File: src/rtl/uart_rx_pkg.sv
// uart_rx_pkg: shared UART receive types and constants.
//   UART_START_BIT / UART_STOP_BIT : line levels of the framing bits
//   uart_data_t                    : one data character, right-aligned
//   uart_rx_state_t                : receiver FSM states
//   legal_data_bits()              : frame length check (5..8 data bits)
package uart_rx_pkg;

    localparam logic UART_START_BIT     = 1'b0;
    localparam logic UART_STOP_BIT      = 1'b1;
    localparam int   UART_MIN_DATA_BITS = 5;
    localparam int   UART_MAX_DATA_BITS = 8;

    typedef logic [7:0] uart_data_t;

    typedef enum logic [2:0] {
        IDLE,
        START,
        DATA,
        PARITY,
        STOP
    } uart_rx_state_t;

    function automatic logic legal_data_bits(input logic [3:0] n);
        return (n >= 4'(UART_MIN_DATA_BITS)) && (n <= 4'(UART_MAX_DATA_BITS));
    endfunction

endpackage

File: src/rtl/uart_rx_if.sv
// uart_rx_if: config and result bundle between the UART CSR block and uart_rx.
//   baud_count, data_bits, parity_en, odd_parity : frame format (CSR -> receiver)
//   rx_data, rx_valid, parity_error, frame_error,
//   rx_busy                                      : frame results (receiver -> CSR)
//   master modport: CSR side.  slave modport: receiver side.
interface uart_rx_if #(
    parameter int BAUD_WIDTH = 32
);
    import uart_rx_pkg::*;

    logic [BAUD_WIDTH-1:0] baud_count;
    logic [3:0]            data_bits;
    logic                  parity_en;
    logic                  odd_parity;
    uart_data_t            rx_data;
    logic                  rx_valid;
    logic                  parity_error;
    logic                  frame_error;
    logic                  rx_busy;

    modport master (
        output baud_count, data_bits, parity_en, odd_parity,
        input  rx_data, rx_valid, parity_error, frame_error, rx_busy
    );

    modport slave (
        input  baud_count, data_bits, parity_en, odd_parity,
        output rx_data, rx_valid, parity_error, frame_error, rx_busy
    );

endinterface

File: src/rtl/uart_rx_sync_edge.sv
// uart_rx_sync_edge: synchronizes the async rx pin and flags its falling edge.
//   clk, rst : clock, synchronous active-high reset
//   rx       : async serial line, idle high
//   rx_s     : rx after SYNC_STAGES flops
//   fall     : rx_s low while the previous rx_s was high
// All flops reset to 1 (idle line) so leaving reset never fakes a start edge.
module uart_rx_sync_edge #(
    parameter int SYNC_STAGES = 2
) (
    input  logic clk,
    input  logic rst,
    input  logic rx,
    output logic rx_s,
    output logic fall
);

    logic [SYNC_STAGES-1:0] sync;
    logic                   prev;

    always_ff @(posedge clk) begin
        if (rst) begin
            sync <= '1;
            prev <= 1'b1;
        end else begin
            sync <= {sync[SYNC_STAGES-2:0], rx};
            prev <= sync[SYNC_STAGES-1];
        end
    end

    assign rx_s = sync[SYNC_STAGES-1];
    assign fall = ~rx_s & prev;

endmodule

File: src/rtl/uart_rx.sv
// uart_rx: UART receiver, 5-8 data bits LSB-first, optional parity, one stop bit.
//   clk, rst : clock, synchronous active-high reset
//   rx       : async serial line, idle high
//   bus      : uart_rx_if.slave -- format config in, rx_data / rx_valid /
//              parity_error / frame_error / rx_busy out
// Cycle 0 is the start-detect cycle. With B = max(baud_count, 2) and H = B>>1,
// samples land on cycle H (start) and H+k*B (data, parity, stop); rx_valid is
// registered one cycle after the stop sample.
module uart_rx
    import uart_rx_pkg::*;
#(
    parameter int SYNC_STAGES = 2,
    parameter int BAUD_WIDTH  = 32
) (
    input  logic        clk,
    input  logic        rst,
    input  logic        rx,
    uart_rx_if.slave    bus
);

    logic rx_s;
    logic fall;

    uart_rx_sync_edge #(.SYNC_STAGES(SYNC_STAGES)) u_sync (
        .clk  (clk),
        .rst  (rst),
        .rx   (rx),
        .rx_s (rx_s),
        .fall (fall)
    );

    uart_rx_state_t        state;
    logic [BAUD_WIDTH-1:0] bit_len;   // latched, clamped to >= 2
    logic [15:0]           cnt;       // cycles since last sample (or start detect)
    logic [3:0]            bit_idx;
    logic [3:0]            n_bits;
    logic                  par_en_q;
    logic                  odd_q;
    logic                  par_bit;
    uart_data_t            shreg;

    uart_data_t rx_data_q;
    logic       rx_valid_q;
    logic       parity_error_q;
    logic       frame_error_q;
    logic       rx_busy_q;

    logic       hit_half;
    logic       hit_bit;
    uart_data_t aligned;
    logic       par_exp;

    // cnt is 0 on cycle 1, so sampling on cnt == H-1 lands on cycle H.
    assign hit_half = (BAUD_WIDTH'(cnt) == (bit_len >> 1) - BAUD_WIDTH'(1));
    assign hit_bit  = (BAUD_WIDTH'(cnt) == bit_len - BAUD_WIDTH'(1));

    // Bits enter at the MSB; after N shifts the frame sits in the top N bits.
    assign aligned = shreg >> (4'd8 - n_bits);
    assign par_exp = ^aligned ^ odd_q;

    always_ff @(posedge clk) begin
        if (rst) begin
            state          <= IDLE;
            bit_len        <= '0;
            cnt            <= '0;
            bit_idx        <= '0;
            n_bits         <= '0;
            par_en_q       <= 1'b0;
            odd_q          <= 1'b0;
            par_bit        <= 1'b0;
            shreg          <= '0;
            rx_data_q      <= '0;
            rx_valid_q     <= 1'b0;
            parity_error_q <= 1'b0;
            frame_error_q  <= 1'b0;
            rx_busy_q      <= 1'b0;
        end else begin
            rx_valid_q <= 1'b0;
            cnt        <= cnt + 16'd1;
            case (state)
                IDLE: begin
                    cnt <= '0;
                    // Illegal lengths leave the frame unclaimed.
                    if (fall && legal_data_bits(bus.data_bits)) begin
                        bit_len   <= (bus.baud_count < BAUD_WIDTH'(2)) ? BAUD_WIDTH'(2)
                                                                       : bus.baud_count;
                        n_bits    <= bus.data_bits;
                        par_en_q  <= bus.parity_en;
                        odd_q     <= bus.odd_parity;
                        shreg     <= '0;
                        rx_busy_q <= 1'b1;
                        state     <= START;
                    end
                end
                START: begin
                    if (hit_half) begin
                        cnt     <= '0;
                        bit_idx <= '0;
                        if (rx_s != UART_START_BIT) begin
                            // Start bit vanished before mid-bit: glitch.
                            rx_busy_q <= 1'b0;
                            state     <= IDLE;
                        end else begin
                            state <= DATA;
                        end
                    end
                end
                DATA: begin
                    if (hit_bit) begin
                        cnt     <= '0;
                        shreg   <= {rx_s, shreg[7:1]};
                        bit_idx <= bit_idx + 4'd1;
                        if (bit_idx == n_bits - 4'd1)
                            state <= par_en_q ? PARITY : STOP;
                    end
                end
                PARITY: begin
                    if (hit_bit) begin
                        cnt     <= '0;
                        par_bit <= rx_s;
                        state   <= STOP;
                    end
                end
                STOP: begin
                    if (hit_bit) begin
                        cnt            <= '0;
                        rx_valid_q     <= 1'b1;
                        rx_data_q      <= aligned;
                        parity_error_q <= par_en_q & (par_bit != par_exp);
                        frame_error_q  <= (rx_s != UART_STOP_BIT);
                        rx_busy_q      <= 1'b0;
                        state          <= IDLE;
                    end
                end
                default: begin
                    rx_busy_q <= 1'b0;
                    state     <= IDLE;
                end
            endcase
        end
    end

    assign bus.rx_data      = rx_data_q;
    assign bus.rx_valid     = rx_valid_q;
    assign bus.parity_error = parity_error_q;
    assign bus.frame_error  = frame_error_q;
    assign bus.rx_busy      = rx_busy_q;

endmodule
File: src/flat_wrapper.sv
// flat-port wrapper written by rule: the top's interface ports become plain ports
module uart_rx_flat import uart_rx_pkg::*;
#(
    parameter int SYNC_STAGES = 2,
    parameter int BAUD_WIDTH  = 32
)
  (clk, rst, rx, bus_baud_count, bus_data_bits, bus_parity_en, bus_odd_parity, bus_rx_data, bus_rx_valid, bus_parity_error, bus_frame_error, bus_rx_busy);
  uart_rx_if #(.BAUD_WIDTH(BAUD_WIDTH)) bus_i ();
  input  logic clk;
  input  logic rst;
  input  logic rx;
  input wire logic [$bits(bus_i.baud_count)-1:0] bus_baud_count;
  input wire logic [$bits(bus_i.data_bits)-1:0] bus_data_bits;
  input wire logic [$bits(bus_i.parity_en)-1:0] bus_parity_en;
  input wire logic [$bits(bus_i.odd_parity)-1:0] bus_odd_parity;
  output wire logic [$bits(bus_i.rx_data)-1:0] bus_rx_data;
  output wire logic [$bits(bus_i.rx_valid)-1:0] bus_rx_valid;
  output wire logic [$bits(bus_i.parity_error)-1:0] bus_parity_error;
  output wire logic [$bits(bus_i.frame_error)-1:0] bus_frame_error;
  output wire logic [$bits(bus_i.rx_busy)-1:0] bus_rx_busy;
  assign bus_i.baud_count = bus_baud_count;
  assign bus_i.data_bits = bus_data_bits;
  assign bus_i.parity_en = bus_parity_en;
  assign bus_i.odd_parity = bus_odd_parity;
  assign bus_rx_data = bus_i.rx_data;
  assign bus_rx_valid = bus_i.rx_valid;
  assign bus_parity_error = bus_i.parity_error;
  assign bus_frame_error = bus_i.frame_error;
  assign bus_rx_busy = bus_i.rx_busy;
  uart_rx #(.SYNC_STAGES(SYNC_STAGES), .BAUD_WIDTH(BAUD_WIDTH)) u_core (.clk(clk), .rst(rst), .rx(rx), .bus(bus_i));
endmodule
File: config.mk
export PLATFORM = sky130hd
export DESIGN_NAME = uart_rx_flat
export DESIGN_NICKNAME = d
export VERILOG_FILES = /design/src/rtl/uart_rx_pkg.sv /design/src/rtl/uart_rx_if.sv /design/src/rtl/uart_rx_sync_edge.sv /design/src/rtl/uart_rx.sv /design/src/flat_wrapper.sv
export SDC_FILE = /design/constraint.sdc
export NUM_CORES = 1
export LEC_CHECK = 0
export ABC_CLOCK_PERIOD_IN_PS = 5000
export CORE_MARGIN = 2
export CORE_UTILIZATION = 59
export DETAILED_ROUTE_END_ITERATION = 7
export GPL_ROUTABILITY_DRIVEN = 0
export PLACE_DENSITY = 0.8
export REMOVE_ABC_BUFFERS = 1
export SLEW_MARGIN = 20
export SYNTH_ARGS = -nofsm -noshare
export SYNTH_HDL_FRONTEND = slang
export SYNTH_HIERARCHICAL = 1
export SYNTH_SLANG_ARGS = --single-unit
File: constraint.sdc
create_clock -name clk -period 5 [get_ports clk]
set_clock_uncertainty 0.2 [all_clocks]
set_input_delay 0.75 -clock clk [delete_from_list [all_inputs] [get_ports clk]]
set_output_delay 0.75 -clock clk [all_outputs]
set_load 0.01 [all_outputs]
# Word level (Yosys, flattened, before mapping)
# Index checks and enable logic that the tools add are counted.
dict set report totals {
  reg_bits 85
  in_bits 41
  output_inout_bits 12
}
dict set report classes {
  add_sub_neg 6
  magnitude_cmp 3
  n_eq_ne 15
  shift 1
  muxes 25
  bitwise 6
  reduce_logical 16
}
# op count
set ops {}
lappend ops {{== test 16 x 32 -> 1 bit} 2}
lappend ops {{case mux 16 bit (3 select lines)} 1}
lappend ops {{< comparator 32 x 2 -> 1 bit, second input constant} 1}
lappend ops {{2-to-1 mux 16 bit} 2}
lappend ops {{2-to-1 mux 32 bit} 1}
lappend ops {{subtractor 31 x 1 -> 32 bit, second input constant} 1}
lappend ops {{subtractor 32 x 1 -> 32 bit, second input constant} 1}
lappend ops {{2-to-1 mux 3 bit} 7}
lappend ops {{adder 16 x 1 -> 16 bit, second input constant} 1}
lappend ops {{2-to-1 mux 8 bit} 2}
lappend ops {{case mux 8 bit (2 select lines)} 1}
lappend ops {{case mux 3 bit (5 select lines)} 1}
lappend ops {{!= test 2 x 1 -> 1 bit, second input constant} 6}
lappend ops {{2-to-1 mux 4 bit} 2}
lappend ops {{case mux 4 bit (2 select lines)} 1}
lappend ops {{XOR reduction 8 bit} 1}
lappend ops {{>> shifter 8 x 4 -> 8 bit} 1}
lappend ops {{== test 3 x 2 -> 1 bit, second input constant} 2}
lappend ops {{AND reduction 2 bit} 3}
lappend ops {{AND reduction 3 bit} 2}
lappend ops {{AND reduction 6 bit} 1}
lappend ops {{2-to-1 mux 1 bit} 5}
lappend ops {{AND reduction 5 bit} 1}
lappend ops {{adder 4 x 1 -> 4 bit, second input constant} 1}
lappend ops {{19 further kinds} 25}

# Logic depth before layout (Yosys ltp)
# Gate-level depths: netlist of run 1.
dict set report logic_depth {
  ltp_word 6
  mapped_depth 15
  mapped_depth_nobuf 11
}

# Hierarchy
# Netlist of run 1, hierarchy kept.
# module n_inst cells_each area_each_um2
set modules_own_cells {}
lappend modules_own_cells {uart_rx 1 716 5746.8}
lappend modules_own_cells {uart_rx_sync_edge 1 7 85.1}

# Worst setup path after synthesis of run 1
# No wires, ideal clock.
dict set report synth_timing {
  path_kind {flip-flop to flip-flop}
  start {register u_core.bit_len[2]}
  end {register u_core.parity_error_q (netlist: u_core/bus.parity_error)}
  setup_time_ns 0.101
  arrival_ns 3.209
  required_time_ns 4.699
  slack_ns 1.489
  stages_incl_launch_ff 12
  n_path_buf 1
  path_cell_list {dfxtp_1 buf_2 inv_1 ha_1 nor3b_2 nand4_1 xnor2_1 or4_1 or4_1 nor4_4 nand3_2 o41ai_1}
}
dict set report synth_via {
  elab_chain_len 3
}
# item line
set synth_rtl {}
lappend synth_rtl {{start, declared} uart_rx.sv:33} ;# logic [BAUD_WIDTH-1:0] bit_len;
lappend synth_rtl {{start signal, assigned} uart_rx.sv:85} ;# bit_len <= (bus.baud_count < BAUD_WIDTH'(2)) ? BAUD_WIDTH'(2)
lappend synth_rtl {{subtractor 32 x 1 -> 32 bit} uart_rx.sv:55} ;# assign hit_bit = (BAUD_WIDTH'(cnt) == bit_len - BAUD_WIDTH'(1));
lappend synth_rtl {{== test 16 x 32 -> 1 bit} uart_rx.sv:55}
lappend synth_rtl {{AND reduction 2 bit (no source line)} -}
lappend synth_rtl {{end signal, assigned} uart_rx.sv:129} ;# parity_error_q <= par_en_q & (par_bit != par_exp);
lappend synth_rtl {{end, declared} uart_rx.sv:44} ;# logic parity_error_q;
# No other way between the ends.
# A chain may end at the register's enable or synchronous reset.

# Final worst setup path of run 1
# Ends and elaborated chain as after synthesis.

==> results.md, run 1 <==
- Run status: complete, no violations
- Post-synth top cells: nor2_1, dfxtp_1, nand2_1
- Post-synthesis mux area share: 0.0386
- Total CTS buffers: 9
- Post-route setup TNS: 0 ns
- TritonCTS clock tree: done
- Critical Path Start Type: flip-flop
- Die Area: between 0.01 and 0.015 sq mm
- Slowest CP cell: nor3b_2
- Largest family of logic cells by synthesized area: simple AND/OR/NAND/NOR gates
- Pleak: 2.42 nW
- Most Frequent Cell on Critical Path: or4_1
- Total GRT Usage: 0.297
- Sink of the worst hold path: u_core/u_sync/sync[1]
- Global-route wire length before repair: 24.7 mm
- Worst Hold Depth: 1
- Row cnt: 36
- Post-Route WL: 15.7 mm
- Reg2reg path depth: 10
- CP delay by family, top: simple AND/OR/NAND/NOR gates
- Synth area leaders: dfxtp_1, nor2_1, xnor2_1, xor2_1, a22oi_1
- Port Buf Inserts: 52
- Sink Count: 85
- Worst R2R Start: u_core/bit_len[2]
- Slew @ Worst Pin: 0.733 ns
- Fill cells: 814
- Final Hold Viols: 0
- Via/cell ratio: between 6 and 7
- Vias in the first global route: 5032
- Maximum VDD drop: approximately 0.16 mV
- Layout area overhead: 10.7%
- Slew Limit Fails: 0
- Synthesized cell area: 0.00583 sq mm
- Cts hold-fix bufs: 0
- Sequential share of the synthesized area: 0.292
- WP buf/inv: 1
- Starting Density: 0.602
- Post-synth EDFFs: 0
- Dominant synthesized flop cell: dfxtp_1
- Grt total ovfl: 0
- Final ANT Viol Nets: 0
- R2R setup slack: 0.90 ns
- HPWL after DPL: 11.5 mm
- Mapped Cells: roughly 720
- Setup CP Type: reg -> reg
- Critical path capture point type: flip-flop
- Cell variety after synth: between 70 and 80
- Core area: 0.00968 sq mm
- RSZ-0062 raised after global routing: no
- Complex-gate fraction of the synthesized area: 0.178
- Avg Inst Size Synth: 8.07 sq um
- Max-cap violations: 0
- # resized after CTS: 0
- Slew Limit Headroom: 0.509
- Antenna diodes: 0
- Ys async rst share: 0
- Die width: approximately 100 um
- Required time worst endpoint: 5.07 ns
- Max incr delay on CP: between 0.5 and 0.6 ns
- Layout cells sized above 1: 0.0831
- Worst r2r dst: u_core/bus.parity_error
- WL/cell: 18.1 um
- Hold Crit Class: reg -> reg
- Tcrit/Tclk final: 0.820
- YS warnings: 6
- Drc violations: 0
- Fmax achieved: approximately 240 MHz
- Crit path max fanout: 10
- CTS clk-pin slew, worst paths: 0.09 ns
- Critical path arrival: 4.17 ns
- Most frequent cell after synthesis: nor2_1
- Hold_sp: u_core/u_sync/sync[0]
- Post-Layout Inst Area: roughly 0.0065 sq mm
- NumNets Final: 776
- Setup bufs post-CTS: 0
- Tmin final: 4.10 ns
- Largest net degree at the start of global routing: ~70
- Cell taking the most area after synthesis: dfxtp_1
- Simple-gate share of the synthesized area: 0.307
- First-pass DRT Iterations: 7
- Post-DP Area: ~0.0062 sq mm
- Clock Path Buffers: 2
- DRT iter0 DRCs: 507
- Initial antenna violation count: 0
- Synth Area in Adders: 0.0129
- H-tree levels: 3
- Clk_lat worst skew: 0.37 ns
- XOR/XNOR Fraction of Synth Area: 0.108
- Vias post-DR: 5551
- Die Ht: between 100 and 150 um
- Setup violators final: 0
- Pwr Density: 225 mW/mm^2
- Synth top area share: 0.292
- Cells along the critical path: inv_1 -> ha_1 -> nor3b_2 -> nand4_1 -> xnor2_1 -> or4_1 -> or4_1 -> nor4_4 -> nand3_2 -> o41ai_1
- Io pins: 53
- Synth Register Bits: 85
- Root Driver: clkbuf_8
layout make-up:
class | count | area [sq um] | area share
Clock buffer | 10 | 128 | 0.0198
Timing Repair Buffer | 56 | 546 | 0.0845
Multi-Input combinational cell | 562 | 3770 | 0.584
Clock inverter | 6 | 87.6 | 0.0136
Sequential cell | 85 | 1700 | 0.264
Tap cell | 133 | 166 | 0.0258
Inverter | 15 | 56.3 | 0.00872
flip-flops by register name (all words and copies together) (netlist names), 2 cells and up:
signal	flops
u_core/bit_idx	4
u_core/state	3
u_core/bit_len	32
u_core/u_sync/sync	2
u_core/cnt	16
u_core/shreg	8
u_core/bus.rx_data	8
u_core/n_bits	4
cells by family (layout without fill, tap and decap cells):
family,after synthesis,in the layout
AO/OA/AOI/OAI,145,145
buffers and inverters,76,87
XOR/XNOR,72,72
flip-flops,85,85
AND/OR/NAND/NOR,319,319
multiplexers,20,20
adder cells (fa/ha/maj),6,6
through the flow:
step | cells | util | setup slack (ns) | total power, W | hold slack [ns]
floorplan | 662 | - | 1.25 | 0.000838 | 0.185
global placement | 851 | 0.644 | 1.16 | 0.000917 | 0.190
detailed placement | 851 | 0.644 | 0.933 | 0.000921 | 0.201
CTS | 867 | 0.666 | 0.934 | 0.00146 | 0.220
global route | 867 | 0.667 | 0.546 | 0.00151 | 0.240
finish | 867 | 0.667 | 0.902 | 0.00146 | 0.220
worst max path at each step:
| stage | from | end | slack (ns) | cells past startpoint |
|---|---|---|---|---|
| 2_1_floorplan | u_core/bit_len[2] | u_core/cnt[2] | 1.25 | 11 |
| 3_3_place_gp | u_core/bit_len[2] | u_core/bus.parity_error | 1.16 | 10 |
| 3_5_place_dp | u_core/bit_len[2] | u_core/bus.parity_error | 0.93 | 10 |
| 4_1_cts | u_core/bit_len[2] | u_core/bus.parity_error | 0.93 | 10 |
| 5_1_grt | u_core/bit_len[2] | u_core/bus.parity_error | 0.55 | 10 |
| 6_report | u_core/bit_len[2] | u_core/bus.parity_error | 0.90 | 10 |
cells in the final DEF, fill, tap and decap left out, types with 9 or more instances in the layout:
cell type         n
nor2_1           93
dfxtp_1          85
nand2_1          55
clkdlybuf4s50_1  51
xnor2_1          38
xor2_1           34
a22oi_1          31
nand3_1          28
a21oi_1          27
nand4_1          24
nor4_1           22
o21ai_0          18
nor3_1           18
mux2i_1          18
inv_1            15
nor2_2           11
o211ai_1         10
clkbuf_8          9
report_power, final:
| part | total [W] | internal (W) | switching, W |
|---|---|---|---|
| logic | 0.000219 | 0.0000978 | 0.000121 |
| registers | 0.000694 | 0.000682 | 0.0000127 |
| clock network | 0.000542 | 0.000282 | 0.000260 |
| total | 0.00146 | 0.00106 | 0.000394 |
routing by layer:
metal  wire (um)  global-route usage  vias to the layer above  share of wire
li1            -                   -                     2621              -
met1        6120               0.352                     2573           0.39
met2        7650               0.511                      289           0.49
met3        1160              0.0618                       68          0.074
met4         743               0.140                        0          0.047
met5           0                   0                        -              0
Power figures use the tool's default switching activity.
==> run 2, diff against run 1 <==
--- a/config.mk
+++ b/config.mk
@@ -5,12 +5,12 @@
 export SDC_FILE = /design/constraint.sdc
 export NUM_CORES = 1
 export LEC_CHECK = 0
-export ABC_CLOCK_PERIOD_IN_PS = 5000
+export ABC_CLOCK_PERIOD_IN_PS = 3700
 export CORE_MARGIN = 2
-export CORE_UTILIZATION = 59
+export CORE_UTILIZATION = 53
 export DETAILED_ROUTE_END_ITERATION = 7
 export GPL_ROUTABILITY_DRIVEN = 0
-export PLACE_DENSITY = 0.8
+export PLACE_DENSITY = 0.75
 export REMOVE_ABC_BUFFERS = 1
 export SLEW_MARGIN = 20
 export SYNTH_ARGS = -nofsm -noshare
==> constraint.sdc (replaced) <==
create_clock -name clk -period 3.7 [get_ports clk]
set_clock_uncertainty 0.2 [all_clocks]
set_input_delay 0.555 -clock clk [delete_from_list [all_inputs] [get_ports clk]]
set_output_delay 0.555 -clock clk [all_outputs]
set_load 0.01 [all_outputs]
==> run 2 against run 1 <==
  * Non-clock buffer count grew 39
  * Via count up 2.4%
  * Critical path depth unchanged
  * Utilization is 3.6 points lower
  * Design area is 5.5% higher
  * Sequential share of layout area is 1.4 points lower
  * Clock-buffer cell count stayed put
  * Critical path type unchanged
  * Critical endpoint is now u_core/cnt[7]
==> results.md, run 2 (synthesized netlist as in run 1, its figures left out) <==
- Run status: complete, no violations
- Grt total ovfl: 0
- Reg2reg path depth: 10
- H-tree levels: 3
- Max-cap violations: 0
- Fill cells: between 900 and 1000
- Starting Density: 0.540
- Io pins: 53
- Via/cell ratio: 6.22
- Cts hold-fix bufs: 0
- Antenna diodes: 0
- RSZ-0062 raised after global routing: no
- Most Frequent Cell on Critical Path: nand4_1
- Global-route wire length before repair: roughly 25 mm
- Crit path max fanout: 16
- Die width: 109 um
- NumNets Final: 816
- Initial antenna violation count: 0
- Pwr Density: 297 mW/mm^2
- Worst R2R Start: u_core/bit_len[6]
- Most flop-heavy register: u_core/bit_len
- CTS clk-pin slew, worst paths: 0.08 ns
- Slew Limit Fails: 0
- R2R setup slack: 0.17 ns
- Dpl ws: 0.00480 ns
- TritonCTS clock tree: done
- Pleak: 2.62 nW
- Hold_sp: u_core/u_sync/sync[0]
- WL/cell: 17.3 um
- Clk_lat worst skew: around 0.38 ns
- Register area: 0.00170 sq mm
- Hold Crit Class: reg -> reg
- First-pass DRT Iterations: 5
- Setup CP Type: reg -> reg
- Vias in the first global route: 5214
- Largest net degree at the start of global routing: 32
- Post-DP Area: 0.00650 sq mm
- Port Buf Inserts: 52
- Cell Count, Final, Fillers Out: 913
- Setup violators final: 0
- Most common cell after layout, fill and taps aside: nor2_1
- DRT iter0 DRCs: 580
- Critical path arrival: ~3.6 ns
- Sink of the worst hold path: u_core/u_sync/sync[1]
- Worst r2r dst: u_core/cnt[7]
- Slowest CP cell: or4_4
- Layout cells sized above 1: 0.136
- Post-Route WL: 15.8 mm
- Multi-input gate area: 0.00380 sq mm
- Clock Path Buffers: 2
- Core area: 0.0108 sq mm
- Tcrit/Tclk final: 0.954
- Max incr delay on CP: approximately 0.57 ns
- Post-Layout Inst Area: 0.00681 sq mm
- Slew @ Worst Pin: 0.776 ns
- Die Ht: around 110 um
- Fmax achieved: 283 MHz
- Row cnt: 38
- HPWL after DPL: 12.0 mm
- Sink Count: 85
- Vias post-DR: 5683
- Smallest hold slack: 0.213 ns
- PnR worst setup slack: 0.171 ns
- Total GRT Usage: 0.273
- Critical path capture point type: flip-flop
- Drc violations: 0
- Maximum VDD drop: roughly 0.19 mV
- Cells after DPL: 890
- Final ANT Viol Nets: 0
- Critical Path Start Type: flip-flop
- Layout area overhead: 16.8%
- Final Hold Viols: 0
- Required time worst endpoint: 3.77 ns
- Cells along the critical path: nor4_4 -> nand4_1 -> or4_1 -> o21ai_0 -> nand4_1 -> or4_4 -> o2bb2a_4 -> o211ai_4 -> buf_12 -> nor2_1
- Most frequent cells in the layout: nor2_1, dfxtp_1, nand2_1, clkdlybuf4s50_1, buf_4
- Largest regs: u_core/bit_len (32), u_core/cnt (16)
- Worst Hold Depth: 1
- Slew Limit Headroom: 0.481
- Total CTS buffers: 9
- Die Area: 0.0119 sq mm
- Largest register FFs: 32
- Root Driver: clkbuf_8
- Tmin final: 3.53 ns
## run 2: changes by cell type in the layout (fill, tap and decap cells not counted), moves of 2 or more
cell and change:
a21boi_0 -5, clkinv_4 -2, a21boi_1 +5, buf_4 +38
nor4_2 +2
## run 2: worst max-delay path by stage
stage                                  from              end  slack (ns)  cells after the start
final                     u_core/bit_len[6]    u_core/cnt[7]        0.17                     10
after global placement    u_core/bit_len[2]    u_core/cnt[5]         0.1                     12
after detailed placement  u_core/bit_len[1]  u_core/shreg[1]       0.005                     12
after global routing      u_core/bit_len[7]  u_core/shreg[4]       0.004                     11
after floorplan           u_core/bit_len[2]    u_core/cnt[2]       -0.05                     11
after CTS                 u_core/bit_len[1]  u_core/shreg[1]       0.005                     12
## run 2: per-layer routing
metal	vias to the layer above	track usage	part of all wire
li1	2699	-	-
met1	2627	0.334	0.41
met2	290	0.447	0.47
met3	67	0.0658	0.080
met4	0	0.135	0.047
met5	-	0	0
## run 2: where the power goes
part	internal [W]	switching [W]	total, W
Sequential	0.000921	0.0000122	0.000933
Combinational	0.000150	0.000169	0.000319
Clock	0.000442	0.000328	0.000770
## run 2: cell type report
class	count	area share
Inverter	15	0.00827
Multi-Input combinational cell	563	0.558
Tap cell	140	0.0257
Clock buffer	10	0.0187
Clock inverter	5	0.0147
Sequential cell	85	0.250
Timing Repair Buffer	95	0.125
## run 2: through the flow
| step | total power, W | setup TNS, ns | utilization |
|---|---|---|---|
| final | 0.00202 | 0 | 0.631 |
| after global routing | 0.00210 | 0 | 0.631 |
| after CTS | 0.00202 | 0 | 0.624 |
| after detailed placement | 0.00125 | 0 | 0.602 |
| after global placement | 0.00125 | 0 | 0.602 |
| after floorplan | 0.00113 | -0.471 | - |
## run 2: timing repair
action	in CTS	in global routing
resized for setup	0	12
cloned	0	1
buffers inserted	2	5
pin swaps	0	4
setup endpoints to repair	1	37
## run 2: worst max-delay path: cells and delay by family (launching register included)
| family | cells | cell delay (ns) |
|---|---|---|
| and+or+nand+nor | 6 | 2.03 |
| AOI/OAI and AO/OA | 3 | 0.58 |
| buffers and inverters | 1 | 0.18 |
| DFF | 1 | 0.43 |
